### src/rtl/ascii_field_parser_if.sv
// Byte-stream in / parsed-frame out bundle for ascii_field_parser.
// master = the parser, slave = the FIFO plus the frame consumer.
interface ascii_field_parser_if #(
    parameter int DATA_W = 32
);
    logic              fifo_empty;
    logic [7:0]        fifo_dout;
    logic              fifo_rdreq;
    logic [DATA_W-1:0] frame_data;
    logic              frame_valid;
    logic              frame_ready;
    logic              err_pulse;
    logic [2:0]        err_code;

    modport master (
        input  fifo_empty, fifo_dout, frame_ready,
        output fifo_rdreq, frame_data, frame_valid, err_pulse, err_code
    );

    modport slave (
        output fifo_empty, fifo_dout, frame_ready,
        input  fifo_rdreq, frame_data, frame_valid, err_pulse, err_code
    );
endinterface

### src/rtl/ascii_field_parser.sv
// Parses lines of comma-separated ASCII decimal fields from a show-ahead
// RX FIFO into binary values, with per-frame error reporting.
//
// state | meaning
// PARSE | consume bytes, accumulate digits and fields
// FLUSH | rejected frame; discard bytes through the terminator
// HOLD  | complete frame presented; wait for frame_ready
module ascii_field_parser #(
    parameter int         OUT_W      = 16,
    parameter int         MAX_DIGITS = 5,
    parameter int         NUM_FIELDS = 2,
    parameter logic [7:0] DELIM      = 8'h2C,
    parameter logic [7:0] TERM       = 8'h0A
) (
    input  logic                  clk,
    input  logic                  rst_n,
    ascii_field_parser_if.master  bus
);
    localparam int FW     = NUM_FIELDS * OUT_W;
    localparam int ACC_W  = OUT_W + 4;
    localparam int DCNT_W = $clog2(MAX_DIGITS + 1);
    localparam int FIDX_W = (NUM_FIELDS > 1) ? $clog2(NUM_FIELDS) : 1;
    localparam logic [FIDX_W-1:0] LAST_FIELD = FIDX_W'(NUM_FIELDS - 1);
    localparam logic [DCNT_W-1:0] DCNT_MAX   = DCNT_W'(MAX_DIGITS);
    localparam logic [7:0]        CR         = 8'h0D;

    typedef enum logic [1:0] {PARSE, FLUSH, HOLD} state_t;

    state_t            state;
    logic [OUT_W-1:0]  acc;
    logic [DCNT_W-1:0] dcnt;
    logic [FIDX_W-1:0] fidx;
    logic [FW-1:0]     shadow;
    logic [FW-1:0]     merged;
    logic [ACC_W-1:0]  prod;
    logic              is_digit;

    // Pop whenever the parser can take a byte; held off during reset so a
    // preloaded FIFO is not drained while the block is being reset.
    assign bus.fifo_rdreq = rst_n && (state == PARSE || state == FLUSH) && !bus.fifo_empty;

    // Widened multiply-add so overflow is detected instead of wrapping;
    // for '0'..'9' the low nibble is exactly byte - 8'h30.
    assign is_digit = (bus.fifo_dout >= 8'h30) && (bus.fifo_dout <= 8'h39);
    assign prod     = {4'b0000, acc} * ACC_W'(10) + {{(ACC_W-4){1'b0}}, bus.fifo_dout[3:0]};

    // Shadow register with the current accumulator dropped into the active field slot.
    always_comb begin
        merged = shadow;
        for (int i = 0; i < NUM_FIELDS; i++) begin
            if (fidx == FIDX_W'(i)) merged[i*OUT_W +: OUT_W] = acc;
        end
    end

    // Parser FSM with registered frame and error outputs.
    always_ff @(posedge clk) begin
        if (!rst_n) begin
            state           <= PARSE;
            acc             <= '0;
            dcnt            <= '0;
            fidx            <= '0;
            shadow          <= '0;
            bus.frame_data  <= '0;
            bus.frame_valid <= 1'b0;
            bus.err_pulse   <= 1'b0;
            bus.err_code    <= 3'd0;
        end else begin
            bus.err_pulse <= 1'b0;
            case (state)
                PARSE: begin
                    if (!bus.fifo_empty) begin
                        if (is_digit) begin
                            // Digit-count check wins over overflow so a long
                            // field reports as too many digits.
                            if (dcnt == DCNT_MAX) begin
                                bus.err_pulse <= 1'b1;
                                bus.err_code  <= 3'd2;
                                state         <= FLUSH;
                            end else if (prod[ACC_W-1:OUT_W] != '0) begin
                                bus.err_pulse <= 1'b1;
                                bus.err_code  <= 3'd3;
                                state         <= FLUSH;
                            end else begin
                                acc  <= prod[OUT_W-1:0];
                                dcnt <= dcnt + DCNT_W'(1);
                            end
                        end else if (bus.fifo_dout == CR) begin
                            state <= PARSE;
                        end else if (bus.fifo_dout == DELIM) begin
                            if (dcnt == '0) begin
                                bus.err_pulse <= 1'b1;
                                bus.err_code  <= 3'd4;
                                state         <= FLUSH;
                            end else if (fidx == LAST_FIELD) begin
                                bus.err_pulse <= 1'b1;
                                bus.err_code  <= 3'd5;
                                state         <= FLUSH;
                            end else begin
                                shadow <= merged;
                                fidx   <= fidx + FIDX_W'(1);
                                acc    <= '0;
                                dcnt   <= '0;
                            end
                        end else if (bus.fifo_dout == TERM) begin
                            if (dcnt == '0 && fidx == '0) begin
                                state <= PARSE;
                            end else if (dcnt == '0 || fidx != LAST_FIELD) begin
                                // Terminator already consumed: restart directly.
                                bus.err_pulse <= 1'b1;
                                bus.err_code  <= (dcnt == '0) ? 3'd4 : 3'd6;
                                acc           <= '0;
                                dcnt          <= '0;
                                fidx          <= '0;
                                state         <= PARSE;
                            end else begin
                                bus.frame_data  <= merged;
                                bus.frame_valid <= 1'b1;
                                state           <= HOLD;
                            end
                        end else begin
                            bus.err_pulse <= 1'b1;
                            bus.err_code  <= 3'd1;
                            state         <= FLUSH;
                        end
                    end
                end
                FLUSH: begin
                    if (!bus.fifo_empty && bus.fifo_dout == TERM) begin
                        acc   <= '0;
                        dcnt  <= '0;
                        fidx  <= '0;
                        state <= PARSE;
                    end
                end
                HOLD: begin
                    if (bus.frame_valid && bus.frame_ready) begin
                        bus.frame_valid <= 1'b0;
                        acc             <= '0;
                        dcnt            <= '0;
                        fidx            <= '0;
                        state           <= PARSE;
                    end
                end
                default: state <= PARSE;
            endcase
        end
    end
endmodule

### src/flat_wrapper.sv
// flat-port wrapper written by rule: the top's interface ports become plain ports
module ascii_field_parser_flat 
#(
    parameter int         OUT_W      = 16,
    parameter int         MAX_DIGITS = 5,
    parameter int         NUM_FIELDS = 2,
    parameter logic [7:0] DELIM      = 8'h2C,
    parameter logic [7:0] TERM       = 8'h0A
)
  (clk, rst_n, bus_fifo_empty, bus_fifo_dout, bus_frame_ready, bus_fifo_rdreq, bus_frame_data, bus_frame_valid, bus_err_pulse, bus_err_code);
  ascii_field_parser_if #(.DATA_W(32)) bus_i ();
  input  logic clk;
  input  logic rst_n;
  input wire logic [$bits(bus_i.fifo_empty)-1:0] bus_fifo_empty;
  input wire logic [$bits(bus_i.fifo_dout)-1:0] bus_fifo_dout;
  input wire logic [$bits(bus_i.frame_ready)-1:0] bus_frame_ready;
  output wire logic [$bits(bus_i.fifo_rdreq)-1:0] bus_fifo_rdreq;
  output wire logic [$bits(bus_i.frame_data)-1:0] bus_frame_data;
  output wire logic [$bits(bus_i.frame_valid)-1:0] bus_frame_valid;
  output wire logic [$bits(bus_i.err_pulse)-1:0] bus_err_pulse;
  output wire logic [$bits(bus_i.err_code)-1:0] bus_err_code;
  assign bus_i.fifo_empty = bus_fifo_empty;
  assign bus_i.fifo_dout = bus_fifo_dout;
  assign bus_i.frame_ready = bus_frame_ready;
  assign bus_fifo_rdreq = bus_i.fifo_rdreq;
  assign bus_frame_data = bus_i.frame_data;
  assign bus_frame_valid = bus_i.frame_valid;
  assign bus_err_pulse = bus_i.err_pulse;
  assign bus_err_code = bus_i.err_code;
  ascii_field_parser #(.OUT_W(OUT_W), .MAX_DIGITS(MAX_DIGITS), .NUM_FIELDS(NUM_FIELDS), .DELIM(DELIM), .TERM(TERM)) u_core (.clk(clk), .rst_n(rst_n), .bus(bus_i));
endmodule
### config.mk
export PLATFORM = sky130hd
export DESIGN_NAME = ascii_field_parser_flat
export DESIGN_NICKNAME = d
export VERILOG_FILES = /design/src/rtl/ascii_field_parser_if.sv /design/src/rtl/ascii_field_parser.sv /design/src/flat_wrapper.sv
export SDC_FILE = /design/constraint.sdc
export NUM_CORES = 1
export LEC_CHECK = 0
export BUFFER_PORTS_ARGS = -buffer_cell sky130_fd_sc_hd__buf_4
export CAP_MARGIN = 0
export CORE_MARGIN = 2
export CORE_UTILIZATION = 60
export CTS_CLUSTER_DIAMETER = 200
export DETAILED_ROUTE_END_ITERATION = 16
export PLACE_DENSITY = 0.8
export SETUP_SLACK_MARGIN = 0.15
export SLEW_MARGIN = 10
export SYNTH_ARGS = -nofsm -noshare
export SYNTH_HDL_FRONTEND = slang
export SYNTH_SLANG_ARGS = --single-unit
export TNS_END_PERCENT = 5
### constraint.sdc
create_clock -name clk -period 5 [get_ports clk]
set_input_delay 1 -clock clk [delete_from_list [all_inputs] [get_ports clk]]
set_output_delay 1 -clock clk [all_outputs]
set_load 0.02 [all_outputs]
======== After elaboration in Yosys (flattened, before gate mapping) ========
Index checks and enable logic that the tools add are counted.
Widths: inputs -> output; s select.
cells by class
  add/subtract/negate cells ............... 3
  multiply operators ...................... 1
  div/mod/pow operators ................... 0
  $lt $le $gt $ge ......................... 2
  eq/ne operators ......................... 34
  shift-type cells ........................ 0
  mux-type cells .......................... 85
  bitwise logic cells ..................... 10
  reductions and logical operators ........ 22
operators by type and width
  operator               count
  $mux 16                15
  $mux 3                 23
  $pmux 16 s3            1
  $mux 1                 28
  $mux 2                 14
  $ne 3x3->1 const B     7
  $add 20x4->20          1
  $mul 16x3->19 const B  1
  $eq 8x4->1 const B     2
  $ne 2x2->1 const B     8
  $ne 4x3->1 const B     4
  $reduce_and 7->1       2
  $reduce_and 12->1      1
  $not 1->1              10
  $reduce_and 10->1      1
  $pmux 3 s3             1
  $reduce_and 9->1       1
  $eq 8x6->1 const B     1
  $ge 8x6->1 const B     1
  $le 8x6->1 const B     1
  $ne 4x2->1 const B     2
  $ne 4x4->1 const B     2
  $reduce_and 8->1       1
  $logic_and 1x1->1      6
  other kinds (21)       23
word-level totals
  register bits ........................... 91
  bits in latches ......................... 0
  memory bits (writable) .................. 0
  bits in read-only memories .............. 0
  output and inout bits ................... 38
  logic and storage cells ................. 166
  memories kept ........................... 0

======== Longest topological paths before layout ========
Gate-level depths: netlist of run 1.
  depth after elaboration ................. 10
  gate-level depth with buffers ........... 14

======== Worst setup path before layout of run 1 ========
No wires, ideal clock.
  kind .................................... input to register
  start point ............................. input bus_fifo_dout[1]
  end point ............................... register u_core.acc[10]
  arrival time ............................ 3.510 ns
  required time ........................... 4.882 ns
  path slack .............................. 1.372 ns
  stages on the path ...................... 13
  path buffers ............................ 2
  cell sequence ........................... ha_1 inv_1 fa_1 nor2b_1 o2111ai_1 or4_4 nor2_4 nand3_2 mux2i_4 o21a_1 buf_6 buf_12 mux2i_1
on the way
  longest elaborated chain between the ends .. 6
  elaborated cells between the ends (all ways) .. 26
  classes of those cells .................. add/sub: 1; order compare: 2; eq/ne: 12; mux: 7; reduce/logical: 4
ends and longest elaborated chain
  what                                                RTL line                                            text
  start, declared                                     flat_wrapper.sv:15                                  input wire logic [$bits(bus_i.fifo_dout)-1:0] bus_fifo_dout;
  $add 20x4->20 / $eq 8x6->1 (equally long branches)  ascii_field_parser.sv:45, ascii_field_parser.sv:89
  $mux 16, on equally long branches                   ascii_field_parser.sv:79, ascii_field_parser.sv:89
  $mux 16, on equally long branches                   ascii_field_parser.sv:75, ascii_field_parser.sv:87
  $mux 16                                             ascii_field_parser.sv:72                            if (is_digit) begin
  $mux 16                                             ascii_field_parser.sv:71                            if (!bus.fifo_empty) begin
  $pmux 16 s3                                         ascii_field_parser.sv:69                            case (state)
  end signal, assigned                                ascii_field_parser.sv:84                            acc <= prod[OUT_W-1:0];
  end, declared                                       ascii_field_parser.sv:30                            logic [OUT_W-1:0] acc;
Several ways; a longest one is shown, not always the timed one. The select of a mux whose other input is x is not followed.
A chain may end at the register's enable or synchronous reset.

======== Final worst setup path of run 1 ========
  start point ............................. register u_core.acc[3]
  end point ............................... register u_core.acc[3]
on the way
  longest elaborated chain between the ends .. 5
ends and longest elaborated chain
  what                                RTL line                  text
  $mul 16x3->19                       ascii_field_parser.sv:45  assign prod = {4'b0000, acc} * ACC_W'(10) + {{(ACC_W-4){1'b0}}, bus.fifo_dout[3:0]};
  $add 20x4->20                       ascii_field_parser.sv:45
  $reduce_bool 4->1                   ascii_field_parser.sv:79  end else if (prod[ACC_W-1:OUT_W] != '0) begin
  $ne 3x3->1 (no source line)         --
  $reduce_and 12->1 (no source line)  --
No other way between the ends.

==> reports/results.txt, run 1 <==
Status - completed
TNS Setup - 0 ps
Psw - 444 µW
Crit. End Element - flip-flop
Number of synthesized flops with an enable pin - 0
IO Port Bufs - 49
Pin count of the biggest net entering global routing - 98
Max Root-Sink Buffers - 2
DR iter-0 viols - 311
Netlist cell types - 65
Layout area overhead - 11.0%
CTS root buf - clkbuf_8
Critical path class - reg2reg
Synth area leaders - dfxtp_1 (33%), mux2i_1 (15%), ha_1 (9.0%)
Gate count of the mapped netlist - 608
Switching Fraction - 29.2%
CP Data Arrival Time - 4420 ps
Worst IR drop on VDD - 0.000169 V
DP Worst Slack - 802 ps
Post-DRT Antenna Nets - 0
Post-CTS Repair Setup Buffers - 0
Synth Area per Inst - 9.16 µm²
Post-synth top flop - dfxtp_1
Setup ws final - 871 ps
Yosys Warn Count - 0
First-pass DRT Iterations - 4
Fin crit period - 4130 ps
Layout cells sized above 1 - 13.7%
Initial antenna violation count - 0
# rows - 35
Relative slew margins - 33.3%
Resized Gates After CTS - 0
Crit share post-route - 82.6%
I/O pin count - 50
LEAKAGE - 2.98 nW
Hold_buf cts - 0
Int Pwr - 1.08 mW
Clock Latency Late Sink - 370 ps
H-tree depth - 3
CP Launch Type - flip-flop
Core ar. - 0.00911 mm²
Total number of vias - 4533
Mapped Nets - 662
Worst-margin pin slew - 1000 ps
Ant diodes - 0
Max Cap Viol - 0
Detailed-route vias per instance - 6.01
CP max FO - 13
RSZ-0062 raised after global routing - no
First-pass GRT wire length - 20500 µm
Sequential Power Share - 48.6%
Die area - 0.0101 mm²
Hold Crit Class - reg2reg
Initial core utilization - 61.1%
Cts bufs inserted - 9
Vias in the first global route - 4214
Ys async rst share - 0%
CP Data Required Time - 5290 ps
Grt ovf - 0
FILL cells - 755
Design Power - 1.52 mW
Final Max Slew Viols - 0
Post-synth top area share - 32.7%
Clk network pwr share - 35.6%
Biggest area consumer among synthesized cells - dfxtp_1
#FFs+latches synth - 91
Routability cong. - 0.919
Wire length per cell - 16.6 µm
Pwr Density - 246 mW/mm²
Final WL - 12500 µm
NumNets Final - 692
Achievable frequency - 242 MHz
Combinational Power Share - 15.9%
Netlist Area Pre-Place - 0.00557 mm²
GRT Resource Usage Total - 25.5%
Residual DRC - 0
DIE HEIGHT - 100 µm
Final HPWL DP - 8810 µm
Clock slew at reported path FFs - 100 ps
Die width - 100 µm
CTS tree - yes
Setup-failing EPs final - 0
Clk_skew - 14.7 ps
Clock sinks - 91
Seq/Total Area, Yosys - 32.7%
Fin. Hold Viols - 0
==> stage by stage <==
stage          hold WS, ps  util, %  area [µm²]  cells
6_report               460     67.9        6180    754
5_1_grt                488     67.9        6180    754
4_1_cts                470     67.9        6180    754
2_1_floorplan          455        -        5570    608
3_5_place_dp           455     65.5        5970    738
3_3_place_gp           438     65.5        5970    738
==> worst max-delay path, stage by stage, from the launching register on <==
cell	delay (ps)
dfxtp_1	470
ha_1	280
ha_1	240
fa_1	420
xor2_1	330
o2111ai_1	240
or4_4	580
nor2_4	160
nand3_2	120
mux2i_4	310
o21a_1	350
buf_4	310
mux2i_1	230
==> path summary, 6_finish.rpt <==
| kind | start | to | slack (ps) | cells past startpoint |
|---|---|---|---|---|
| worst min register to register | u_core.bus.err_code[1] | u_core.bus.err_code[1] | 460 | 2 |
| worst min-delay path | u_core.bus.err_code[1] | u_core.bus.err_code[1] | 460 | 2 |
| worst max register to register | u_core.acc[3] | u_core.acc[3] | 870 | 12 |
| worst max-delay path | u_core.acc[3] | u_core.acc[3] | 870 | 12 |
==> metal layers <==
metal	routed length (µm)	GRT usage [%]	share of wire (%)	vias up
met5	0	0	0	-
met4	180	7.06	1.4	0
met3	537	3.41	4.3	16
met2	6120	43.8	49	112
met1	5680	33.6	45	2175
li1	-	-	-	2230
==> layout by cell type, fill, tap and decap left out, types with 3 or more instances in the layout <==
| master | Yosys | final |
|---|---|---|
| o21ai_1 | 6 | 6 |
| a21oi_1 | 18 | 18 |
| inv_1 | 18 | 18 |
| a21o_1 | 5 | 5 |
| nor2_1 | 16 | 16 |
| nor3_1 | 4 | 4 |
| xor2_1 | 8 | 8 |
| nor3b_1 | 4 | 4 |
| mux2i_1 | 82 | 82 |
| nand3_1 | 10 | 10 |
| xnor2_1 | 16 | 16 |
| ha_1 | 40 | 40 |
| nor2b_1 | 39 | 39 |
| and4_1 | 3 | 3 |
| clkbuf_8 | 0 | 9 |
| dfxtp_1 | 91 | 90 |
| o211a_1 | 33 | 33 |
| o21a_1 | 4 | 4 |
| nand2b_1 | 8 | 8 |
| and3_1 | 5 | 5 |
| or3_1 | 4 | 4 |
| nand4_1 | 6 | 6 |
| o21ai_0 | 8 | 8 |
| a211oi_1 | 3 | 3 |
| nand2_1 | 88 | 88 |
| o211ai_1 | 7 | 7 |
| buf_4 | 0 | 55 |
==> cell usage after synthesis (3+ instances only) <==
| cell | count |
|---|---|
| ha_1 | 40 |
| nor3b_1 | 4 |
| and4_1 | 3 |
| clkbuf_1 | 30 |
| o211a_1 | 33 |
| or3_1 | 4 |
| xor2_1 | 8 |
| o211ai_1 | 7 |
| a21o_1 | 5 |
| and3_1 | 5 |
| inv_1 | 18 |
| nand3_1 | 10 |
| dfxtp_1 | 91 |
| nand2_1 | 88 |
| nand2b_1 | 8 |
| buf_2 | 3 |
| a21oi_1 | 18 |
| mux2i_1 | 82 |
| nor2b_1 | 39 |
| nor2_1 | 16 |
| xnor2_1 | 16 |
| o21ai_1 | 6 |
| o21ai_0 | 8 |
| o21a_1 | 4 |
| a211oi_1 | 3 |
| nor3_1 | 4 |
| nand4_1 | 6 |
==> power groups by stage <==
stage               combinational [mW]  clock (mW)  sequential [mW]
global placement                 0.233           0            0.755
global route                     0.260       0.577            0.740
CTS                              0.238       0.545            0.739
detailed placement               0.236           0            0.755
floorplan                        0.209           0            0.760
finish                           0.241       0.541            0.738
==> kinds of logic (layout without fill, tap and decap cells) <==
| group | Yosys count | after routing | synth area share [%] |
|---|---|---|---|
| AO/OA/AOI/OAI | 110 | 110 | 15.7 |
| XOR/XNOR | 24 | 24 | 3.77 |
| adder cells (fa/ha/maj) | 42 | 42 | 9.71 |
| buffers and inverters | 54 | 89 | 4.13 |
| flip-flops | 91 | 91 | 32.7 |
| multiplexers | 83 | 83 | 15.1 |
| AND/OR/NAND/NOR | 204 | 204 | 18.9 |
==> final cells by class <==
type | instances | area, µm² | share of cell area (%)
multi-input cells | 463 | 3520 | 57.0
flip-flops and latches | 91 | 1820 | 29.5
repair buffers | 55 | 413 | 6.68
well taps | 111 | 139 | 2.25
clock buffers | 9 | 124 | 2.00
clock inverters | 7 | 92.6 | 1.50
inverters | 18 | 67.6 | 1.09
==> sequential cells by signal, summed over array words and instances, names as in the netlist <==
| signal | cells |
|---|---|
| u_core.acc | 16 |
| u_core.bus.err_code | 3 |
| u_core.bus.err_pulse | 1 |
| u_core.bus.frame_data | 32 |
| u_core.bus.frame_valid | 1 |
| u_core.dcnt | 3 |
| u_core.fidx | 1 |
| u_core.shadow | 32 |
| u_core.state | 2 |
No activity file was read; power rests on OpenSTA's default activity.
==> run 2: changes to the inputs <==
- clock period: 5 -> 3.9 ns (I/O delays scaled with it)
==> run 2 against run 1 <==
  * Critical path depth is the same
  * Critical endpoint is now u_core.state[1]
  * Flip-flop and latch count is the same
  * Combinational power grew 51%
  * Sequential power grew 28%
  * Largest cell class unchanged
==> reports/results.txt, run 2 (synthesis results as in run 1) <==
DR iter-0 viols - 254 (-18%)
Worst IR drop on VDD - 0.000209 V (+24%)
Most frequent cells in the layout - nand2_1 (88), dfxtp_1 (87), mux2i_1 (82), buf_4 (70), ha_1 (39)
I/O pin count - 50 (unchanged)
Initial core utilization - 61.1% (unchanged)
Clock sinks - 91 (unchanged)
Critical path, cell by cell - ha_1, ha_2, fa_2, a211o_4, o21ai_2, xor2_2, or4_4, nor2_4, nand3_2, mux2i_4, o31ai_2, mux2i_1
Crit share post-route - 92.4% (+9.8 points)
Total number of vias - 4535 (+0.044%)
Stages on worst setup path - 12 (unchanged)
First-pass GRT wire length - 20600 µm (+0.13%)
TNS Setup - 0 ps (unchanged)
Clock slew at reported path FFs - 100 ps (about the same)
NumNets Final - 709 (+2.5%)
CP bufs+invs - 0 (-1)
Worst r2r src - u_core.acc[1]
LEAKAGE - 3.09 nW (+3.5%)
Most common cell after layout, fill and taps aside - nand2_1
Routability cong. - 0.902 (-1.8%)
CP max FO - 7 (-6)
# rows - 35 (unchanged)
Pin count of the biggest net entering global routing - 74 (-24%)
CTS root buf - clkbuf_8
Wire length per cell - 16.7 µm (+0.36%)
Die area - 0.0101 mm² (unchanged)
Achievable frequency - 277 MHz (+15%)
Relative slew margins - 32.0% (-1.3 points)
Setup-failing EPs final - 0 (unchanged)
RSZ-0062 raised after global routing - yes
Post-DRT Antenna Nets - 0 (unchanged)
Initial antenna violation count - 0 (unchanged)
Ant diodes - 0 (unchanged)
Core ar. - 0.00911 mm² (unchanged)
Max Cap Viol - 0 (unchanged)
CP Launch Type - flip-flop
Cts bufs inserted - 9 (unchanged)
Reg2reg setup slack - 300 ps (-570 ps)
Max Root-Sink Buffers - 2 (unchanged)
Hold Crit Class - reg2reg
Status - completed
Final WL - 12800 µm (+2.6%)
Final HPWL DP - 9130 µm (+3.6%)
Clk_skew - 9.32 ps (-5.43 ps)
Worst-margin pin slew - 1020 ps (+20.2 ps)
CP Launch Point - u_core.acc[1]
Delay-heaviest family, CP - adder cells
Worst R2R Path Depth - 12 (unchanged)
Fin crit period - 3600 ps (-526 ps)
Crit. End Element - flip-flop
Crit-path slowest cell - or4_4
First-pass DRT Iterations - 5 (+1)
Final Max Slew Viols - 0 (unchanged)
DIE HEIGHT - 100 µm (unchanged)
Design Power - 1.95 mW (+28%)
Crit path to - u_core.state[1]
Clock Latency Late Sink - 370 ps (about the same)
Layout area overhead - 15.0%
Layout Cells excl Fill - 771 (+2.3%)
Reg-to-reg critical path endpoint - u_core.state[1]
GRT Resource Usage Total - 25.6% (+0.15 points)
Biggest regs - u_core.bus.frame_data (32), u_core.shadow (32), u_core.acc (16)
Placed cells - 751 (+1.8%)
Slowest stage delay, CP - 520 ps (-60 ps)
Grt ovf - 0 (unchanged)
CTS tree - yes
Detailed-route vias per instance - 5.88 (-2.2%)
IO Port Bufs - 49 (unchanged)
Residual DRC - 0 (unchanged)
Fin. Hold Viols - 0 (unchanged)
Critical path class - reg2reg
Layout cells sized above 1 - 18.3% (+4.6 points)
H-tree depth - 3 (unchanged)
Pwr Density - 304 mW/mm² (+23%)
Hold_buf cts - 0 (unchanged)
Die width - 100 µm (unchanged)
CP Data Required Time - 4190 ps (-1100 ps)
Vias in the first global route - 4259 (+1.1%)
CP Data Arrival Time - 3900 ps (-520 ps)
[run 2: cell types whose count changed in the layout (fill, tap and decap cells not counted), moves of 2 or more]
cell	before	now
clkinv_4	2	0
clkinvlp_4	0	3
dfxtp_2	1	4
buf_4	55	70
dfxtp_1	90	87
xor2_1	8	6
xor2_2	0	2
buf_12	0	2
[run 2: where the power goes]
group          leakage (nW)  internal (mW)  switching [mW]  total, mW
registers             0.736          0.940         0.00697      0.947
logic                  2.26          0.173           0.192      0.365
clock network        0.0887          0.248           0.385      0.633
total                  3.09           1.36           0.584       1.95
[run 2: what timing repair did]
item / 4_1_cts / 5_1_grt
cloned: 0 / 0
buffers inserted: 0 / 4
pin swaps: 0 / 4
setup endpoints to repair: 18 / 23
resized for setup: 3 / 17
endpoints found under the hold margin: 0 / 0
[run 2: stage by stage]
stage	utilization (%)	hold WS [ps]	setup WS (ps)	instance area, µm²
final	70.3	466	296	6400
after global routing	70.3	502	125	6400
after CTS	69.1	474	171	6290
after detailed placement	66.8	460	123	6090
after global placement	66.8	441	207	6090
after floorplan	-	455	390	5570
[run 2: worst min path at each step]
stage | from | end | slack (ps) | depth (start not counted)
floorplan | u_core.dcnt[1] | u_core.dcnt[1] | 450 | 2
global placement | u_core.bus.err_code[1] | u_core.bus.err_code[1] | 440 | 2
detailed placement | u_core.bus.err_code[2] | u_core.bus.err_code[2] | 460 | 2
CTS | u_core.bus.err_code[2] | u_core.bus.err_code[2] | 470 | 2
global route | u_core.bus.err_code[1] | u_core.bus.err_code[1] | 500 | 2
finish | u_core.bus.err_code[1] | u_core.bus.err_code[1] | 470 | 2
[run 2: worst reg2reg max path: stages (launching register included)]
cell	delay, ps
dfxtp_1	330
ha_1	300
ha_2	220
fa_2	380
a211o_4	380
o21ai_2	90
xor2_2	120
or4_4	520
nor2_4	160
nand3_2	120
mux2i_4	250
o31ai_2	410
mux2i_1	250
[run 2: metal layers]
metal	up-vias	GRT usage (%)	routed length (µm)	share of wire, %
met3	28	3.90	521	4.1
met5	-	0	0	0
met1	2141	33.5	5880	46
met2	110	43.1	6070	47
met4	0	9.06	376	2.9
li1	2256	-	-	-
[run 2: final cells by class]
cell class                      count  area (µm²)
Inverter                           18        67.6
Fill cell                         709        2710
Clock buffer                        9         124
Tap cell                          111         139
Clock inverter                      7        70.1
Sequential cell                    91        1830
Multi-Input combinational cell    463        3610
Timing Repair Buffer               72         566
